$ cat config.mk
export PLATFORM = sky130hd
export DESIGN_NAME = sub64_4stage_flat
export DESIGN_NICKNAME = d
export VERILOG_FILES = /design/src/rtl/sub64_4stage_if.sv /design/src/rtl/sub64_4stage.sv /design/src/flat_wrapper.sv
export SDC_FILE = /design/constraint.sdc
export NUM_CORES = 1
export LEC_CHECK = 0
export CAP_MARGIN = 20
export CORE_ASPECT_RATIO = 0.6
export CORE_UTILIZATION = 50
export DETAILED_ROUTE_END_ITERATION = 7
export MAX_ROUTING_LAYER = met4
export PLACE_DENSITY = 0.73
export SYNTH_ARGS = -nofsm -noshare
export SYNTH_HDL_FRONTEND = slang
export SYNTH_SLANG_ARGS = --single-unit
$ cat constraint.sdc
create_clock -name clk -period 3.5 [get_ports clk]
set_input_delay 0.35 -clock clk [delete_from_list [all_inputs] [get_ports clk]]
set_output_delay 0.35 -clock clk [all_outputs]
set_load 0.005 [all_outputs]
$ cat src/rtl/sub64_4stage_if.sv
// rtl/sub64_4stage_if.sv - stream bundle for the pipelined 64-bit subtractor
// Optional macro: SUB_STICKY_ERR_EN adds err_sticky to the bundle.
interface sub64_4stage_if;
  logic        en;
  logic        in_valid;
  logic [64:0] sum;
  logic [63:0] y;
  logic        out_valid;
  logic [63:0] x;
  logic        borrow;
  logic        hi;
`ifdef SUB_STICKY_ERR_EN
  logic        err_sticky;

  modport master (
    output en, in_valid, sum, y,
    input  out_valid, x, borrow, hi, err_sticky
  );
  modport slave (
    input  en, in_valid, sum, y,
    output out_valid, x, borrow, hi, err_sticky
  );
`else
  modport master (
    output en, in_valid, sum, y,
    input  out_valid, x, borrow, hi
  );
  modport slave (
    input  en, in_valid, sum, y,
    output out_valid, x, borrow, hi
  );
`endif
endinterface

$ cat src/rtl/sub64_4stage.sv
// rtl/sub64_4stage.sv - 4-stage pipelined x = sum - y with registered borrow chain
// Optional macro: SUB_STICKY_ERR_EN enables the sticky borrow flag err_sticky.
module sub64_4stage #(
  parameter int SUB_WIDTH  = 16,
  parameter int DATA_WIDTH = 64
) (
  input  logic            clk,
  input  logic            rst,
  sub64_4stage_if.slave   bus
);
  localparam int W = SUB_WIDTH;

  if (SUB_WIDTH != 16 || DATA_WIDTH != 4 * SUB_WIDTH) begin : g_bad_cfg
    $error("sub64_4stage: SUB_WIDTH must be 16 and DATA_WIDTH must be 4*SUB_WIDTH");
  end

  // {borrow_out, difference} of one chunk
  function automatic logic [W:0] sub_chunk(input logic [W-1:0] a,
                                           input logic [W-1:0] b,
                                           input logic         bin);
    return {1'b0, a} - {1'b0, b} - {{W{1'b0}}, bin};
  endfunction

  // Input skew: upper chunks (and sum bit 64) wait for the borrow to reach them
  logic [3*W:0]   sk1_sum;
  logic [3*W-1:0] sk1_y;
  logic [2*W:0]   sk2_sum;
  logic [2*W-1:0] sk2_y;
  logic [W:0]     sk3_sum;
  logic [W-1:0]   sk3_y;

  logic [W-1:0]   d0_r, d1_r, d2_r;
  logic           b0_r, b1_r, b2_r;

  // Output deskew: lower chunks wait for the upper ones
  logic [W-1:0]   dsk0_1, dsk0_2, dsk1_1;

  logic [2:0]     v_r;
  logic           out_valid_r;
  logic [4*W-1:0] x_r;
  logic           borrow_r;
  logic           hi_r;

  logic [W:0]     st0, st1, st2, st3;

  always_comb begin
    st0 = sub_chunk(bus.sum[W-1:0], bus.y[W-1:0], 1'b0);
    st1 = sub_chunk(sk1_sum[W-1:0], sk1_y[W-1:0], b0_r);
    st2 = sub_chunk(sk2_sum[W-1:0], sk2_y[W-1:0], b1_r);
    st3 = sub_chunk(sk3_sum[W-1:0], sk3_y, b2_r);
  end

  always_ff @(posedge clk) begin
    if (rst) begin
      sk1_sum     <= '0;
      sk1_y       <= '0;
      sk2_sum     <= '0;
      sk2_y       <= '0;
      sk3_sum     <= '0;
      sk3_y       <= '0;
      d0_r        <= '0;
      d1_r        <= '0;
      d2_r        <= '0;
      b0_r        <= 1'b0;
      b1_r        <= 1'b0;
      b2_r        <= 1'b0;
      dsk0_1      <= '0;
      dsk0_2      <= '0;
      dsk1_1      <= '0;
      v_r         <= '0;
      out_valid_r <= 1'b0;
      x_r         <= '0;
      borrow_r    <= 1'b0;
      hi_r        <= 1'b0;
    end else if (bus.en) begin
      // stage 0
      d0_r    <= st0[W-1:0];
      b0_r    <= st0[W];
      sk1_sum <= bus.sum[4*W:W];
      sk1_y   <= bus.y[4*W-1:W];
      // stage 1
      d1_r    <= st1[W-1:0];
      b1_r    <= st1[W];
      dsk0_1  <= d0_r;
      sk2_sum <= sk1_sum[3*W:W];
      sk2_y   <= sk1_y[3*W-1:W];
      // stage 2
      d2_r    <= st2[W-1:0];
      b2_r    <= st2[W];
      dsk0_2  <= dsk0_1;
      dsk1_1  <= d1_r;
      sk3_sum <= sk2_sum[2*W:W];
      sk3_y   <= sk2_y[2*W-1:W];
      // stage 3 resolves bit 64 against the final borrow
      x_r      <= {st3[W-1:0], d2_r, dsk1_1, dsk0_2};
      borrow_r <= ~sk3_sum[W] & st3[W];
      hi_r     <= sk3_sum[W] & ~st3[W];
      v_r         <= {v_r[1:0], bus.in_valid};
      out_valid_r <= v_r[2];
    end
  end

  assign bus.out_valid = out_valid_r;
  assign bus.x         = x_r;
  assign bus.borrow    = borrow_r;
  assign bus.hi        = hi_r;

`ifdef SUB_STICKY_ERR_EN
  logic err_r;

  always_ff @(posedge clk) begin
    if (rst) begin
      err_r <= 1'b0;
    end else if (out_valid_r && borrow_r) begin
      err_r <= 1'b1;
    end
  end

  assign bus.err_sticky = err_r;
`endif
endmodule
$ cat src/flat_wrapper.sv
// flat-port wrapper written by rule: the top's interface ports become plain ports
module sub64_4stage_flat 
#(
  parameter int SUB_WIDTH  = 16,
  parameter int DATA_WIDTH = 64
)
  (clk, rst, bus_en, bus_in_valid, bus_sum, bus_y, bus_out_valid, bus_x, bus_borrow, bus_hi);
  sub64_4stage_if bus_i ();
  input  logic clk;
  input  logic rst;
  input wire logic [$bits(bus_i.en)-1:0] bus_en;
  input wire logic [$bits(bus_i.in_valid)-1:0] bus_in_valid;
  input wire logic [$bits(bus_i.sum)-1:0] bus_sum;
  input wire logic [$bits(bus_i.y)-1:0] bus_y;
  output wire logic [$bits(bus_i.out_valid)-1:0] bus_out_valid;
  output wire logic [$bits(bus_i.x)-1:0] bus_x;
  output wire logic [$bits(bus_i.borrow)-1:0] bus_borrow;
  output wire logic [$bits(bus_i.hi)-1:0] bus_hi;
  assign bus_i.en = bus_en;
  assign bus_i.in_valid = bus_in_valid;
  assign bus_i.sum = bus_sum;
  assign bus_i.y = bus_y;
  assign bus_out_valid = bus_i.out_valid;
  assign bus_x = bus_i.x;
  assign bus_borrow = bus_i.borrow;
  assign bus_hi = bus_i.hi;
  sub64_4stage #(.SUB_WIDTH(SUB_WIDTH), .DATA_WIDTH(DATA_WIDTH)) u_core (.clk(clk), .rst(rst), .bus(bus_i));
endmodule
# Yosys cells after proc, flatten, opt, wreduce, memory -nomap -nowiden
# Cells that the tools add are included.
[word_totals]
reg_bits = 364
in_bits = 133
out_inout_bits = 67
wordCells = 31
[op_classes]
add_sub_neg = 7
bitwise = 4
[op_table]
columns = ["cell", "n"]
rows = [
  ["16-bit by 16-bit subtractor with 17-bit output", 4],
  ["17-bit by 1-bit subtractor with 17-bit output", 3],
  ["1-bit bitwise AND", 2],
  ["1-bit NOT", 2],
]

# Longest topological paths before layout
[depth]
depth_word = 4
depth_mapped = 12
depth_no_buf = 11

# Worst setup path before layout
# No wires, ideal clock.
[synth_timing]
path_type = "reg2reg"
from = "register u_core.b1_r"
to = "register u_core.b2_r"
setup_ns = 0.136
arrival_ns = 2.505
t_required_ns = 3.364
setup_slack_ns = 0.860
stages_incl_launch_ff = 11
path_buffers = 0
synth_period_minus_slack_ns = 2.640
cell_sequence = "dfxtp_1 > inv_1 > fa_1 > fa_1 > nand2b_1 > a31o_1 > a211oi_4 > a21oi_2 > a311oi_2 > xnor2_1 > a211oi_2"
[synth_between]
elab_chain_len = 1
[synth_rtl]
columns = ["element", "line_no", "rtl"]
rows = [
  ["start: declaration", "sub64_4stage.sv:33", "logic b0_r, b1_r, b2_r;"],
  ["start signal: assignment", "sub64_4stage.sv:83", "b1_r <= st1[W];"],
  ["17-bit by 1-bit subtractor with 17-bit output", "sub64_4stage.sv:21", "return {1'b0, a} - {1'b0, b} - {{W{1'b0}}, bin};"],
  ["end signal: assignment", "sub64_4stage.sv:89", "b2_r <= st2[W];"],
  ["end: declaration", "sub64_4stage.sv:33", ""],
]
# No other way between the ends.
# A chain may end at the register's enable or synchronous reset.

# Worst setup path in the final report
[layout_timing]
from = "register u_core.b1_r"
to = "register u_core.d2_r[13]"
[layout_between]
elab_chain_len = 1
[layout_rtl]
columns = ["element", "line_no", "rtl"]
rows = [
  ["17-bit by 1-bit subtractor with 17-bit output", "sub64_4stage.sv:21", ""],
  ["end signal: assignment", "sub64_4stage.sv:88", "d2_r <= st2[W-1:0];"],
  ["end: declaration", "sub64_4stage.sv:32", "logic [W-1:0] d0_r, d1_r, d2_r;"],
]
# No other way between the ends.

==> out/results.txt <==
Crit Path Max Fanout = 4
fin. max-slew vios = 0
RSZ-0062 raised after global routing = no
Post-synth EDFFs = 0
most used flip-flop cell after synthesis = dfxtp_1
Post-Route WL = 34280 µm
final setup violation count = 0
max cap viols = 0
Pleak = 9.042 nW
Skew-Pair Late Insertion Delay = 0.52 ns
sequential area share after synthesis = 44.12%
clock-pin slew on the worst setup and hold paths = 0.07 ns
cts bufs inserted = 35
R2R Setup Slk = 0.49 ns
Routed WL per cell = 14.46 µm
Final nets = 2172
total grt overflow = 0
die height = 142.8 µm
drc violations = 0
worst-margin pin slew = 1.172 ns
post-synthesis register bit count = 364
port bufs = 199
DP Area = 18820 µm²
Die Wd = 236.6 µm
fraction of layout cells with a size suffix above 1 = 3.858%
post-DP HPWL = 24090 µm
final hold vios = 0
first-pass GRT wire length = 55380 µm
antenna violations before repair = 3
Worst Setup End Kind = flip-flop
CTS Root Cell = clkbuf_16
Peak Freq = 0.3322 GHz
largest net degree at the start of global routing = 216
Syn Area/Cell = 9.346 µm²
Initial Utilization = 50.85%
routed vias = 11980
commonest non-fill, non-tap cells in the layout = dfxtp_1 (364), nor2_1 (352), mux2i_1 (313)
Pre-antenna DRT Iters = 5
final core utilization = 61.32%
Mapped Cells = 1767
Mapped Area = 16510 µm²
skew final = 0.01318 ns
maximum VDD drop = 0.2747 mV
CP Cell Sequence = inv_1 > fa_1 > inv_1 > ha_1 > o21a_1 > o31ai_1 > a21oi_1 > o21ai_1 > a21oi_1 > or4b_1 > nand3_1
delay of the slowest critical-path stage = 0.57 ns
clock tree buffer depth = 3
synth warn = 0
Top Ports = 200
synth unique cells = 66
hold buffer count at CTS = 0
Place WS = 0.5850 ns
Core Box Area = 32480 µm²
total setup buffers inserted after CTS = 0
Routed Antenna Nets = 0
PwrDens = 499.9 nW/µm²
total power = 9.958 mW
num rows = 51
CTS tree = yes
leading cell type in the layout, fill and taps excluded = dfxtp_1
Critical Path AT = 3.47 ns
min-delay worst type = input port to flip-flop
total die area = 33780 µm²
met1 usage in global routing = 27.62%
sum of negative setup slack = 0 ns
clk sink count = 364
htree depth = 2
GRT met2 Usage = 31.25%
detail-routed via count per cell = 5.052
number of DRC markers in iteration 0 = 717
grt met3 use = 3.905%
Final Critical Period = 3.010 ns
GRT Total Usage = 20.47%
outcome = finished clean
Synthesized Nets = 2013
area grow syn2layout = 20.61%
Tcrit/Tclk final = 86.00%
RD Place Congestion = 0.8598
Slew HR = 21.89%
crit path kind = flip-flop to flip-flop
slowest stage cell on the critical path = fa_1
worst path required time = 3.96 ns
cell area after layout = 19920 µm²
ys async rst share = 0%
grt peak-use layer = met2
post-cts resize count = 0
Startpoint Class = flip-flop
final worst slack = 0.4899 ns
vias in the first global route = 11160
through the flow:
step                std cells  hold slack, ns
floorplan                1767          0.4248
global placement         2313          0.4354
detailed placement       2313          0.4409
CTS                      2368         0.07978
global route             2371         0.09416
finish                   2371          0.1030
cell type report:
class / count / area [µm²]
Antenna cell: 3 / 7.507
Clock buffer: 49 / 1031
Clock inverter: 6 / 58.81
Fill cell: 2763 / 12560
Inverter: 175 / 656.9
Multi-Input combinational cell: 1144 / 8254
Sequential cell: 364 / 7287
Tap cell: 424 / 530.5
Timing Repair Buffer: 206 / 2092
final timing paths:
| kind | start | endpoint | cells after the start |
|---|---|---|---|
| min | rst | u_core.bus.x[36] | 2 |
| min reg2reg | u_core.bus.x[62] | u_core.bus.x[62] | 2 |
| max reg2reg | u_core.b1_r | u_core.d2_r[13] | 11 |
| max | u_core.b1_r | u_core.d2_r[13] | 11 |
per-layer routing:
layer | vias up | share of wire, %
met5 | - | 0
met4 | 0 | 1.7
met3 | 50 | 4.7
met2 | 212 | 45
met1 | 5517 | 49
li1 | 6199 | -
cells in the mapped netlist, drive strengths merged (3+ instances only):
master,number,area (µm²)
o21ai,52,264.0
fa,7,140.1
o21a,4,30.03
xor2,18,157.7
a21o,14,105.1
xnor2,35,306.5
and3,7,48.80
a31oi,9,56.30
ha,106,1326
buf,30,121.4
dfxtp,364,7287
nor3,10,50.05
nand3b,3,22.52
nor2,353,1325
o21bai,5,37.54
a311oi,4,47.55
mux2i,313,3133
nand2,61,229.0
nand2b,11,68.82
inv,174,653.1
or2,4,25.02
a211oi,14,122.6
a21oi,48,244.0
nand3,16,80.08
clkbuf,54,202.7
or3,4,25.02
nor2b,4,25.02
nand4,3,18.77
o211ai,3,22.52
state kept, by name, indices dropped and copies added (netlist names), 16 cells and up:
register        count
u_core.sk3_y       16
u_core.sk1_y       48
u_core.sk3_sum     17
u_core.sk2_sum     33
u_core.dsk0_1      16
u_core.d2_r        16
u_core.d0_r        16
u_core.dsk0_2      16
u_core.d1_r        16
u_core.sk1_sum     49
u_core.sk2_y       32
u_core.dsk1_1      16
u_core.bus.x       64
worst max-delay path: cells and delay by family (launching register included):
family                     cells  cell delay (ns)
and+or+nand+nor                2             0.59
buffers and inverters          2             0.12
adders and majority gates      2             0.78
DFF                            1             0.34
AOI/OAI and AO/OA              5             1.12
power by group:
group | switching, mW | internal (mW)
Sequential | 0.148 | 4.40
Clock | 1.55 | 2.12
Combinational | 0.876 | 0.865
Total | 2.57 | 7.39
kinds of logic (layout without fill, tap and decap cells):
| logic type | Yosys count | after routing | synth area share (%) |
|---|---|---|---|
| other | 0 | 3 | 0 |
| buffers and inverters | 259 | 436 | 5.940 |
| AO/OA/AOI/OAI | 184 | 184 | 7.380 |
| flip-flops | 364 | 364 | 44.12 |
| adder cells (fa/ha/maj) | 113 | 113 | 8.879 |
| AND/OR/NAND/NOR | 481 | 481 | 11.89 |
| XOR/XNOR | 53 | 53 | 2.811 |
| multiplexers | 313 | 313 | 18.97 |
Note: power is estimated with default switching activity, not from simulation.
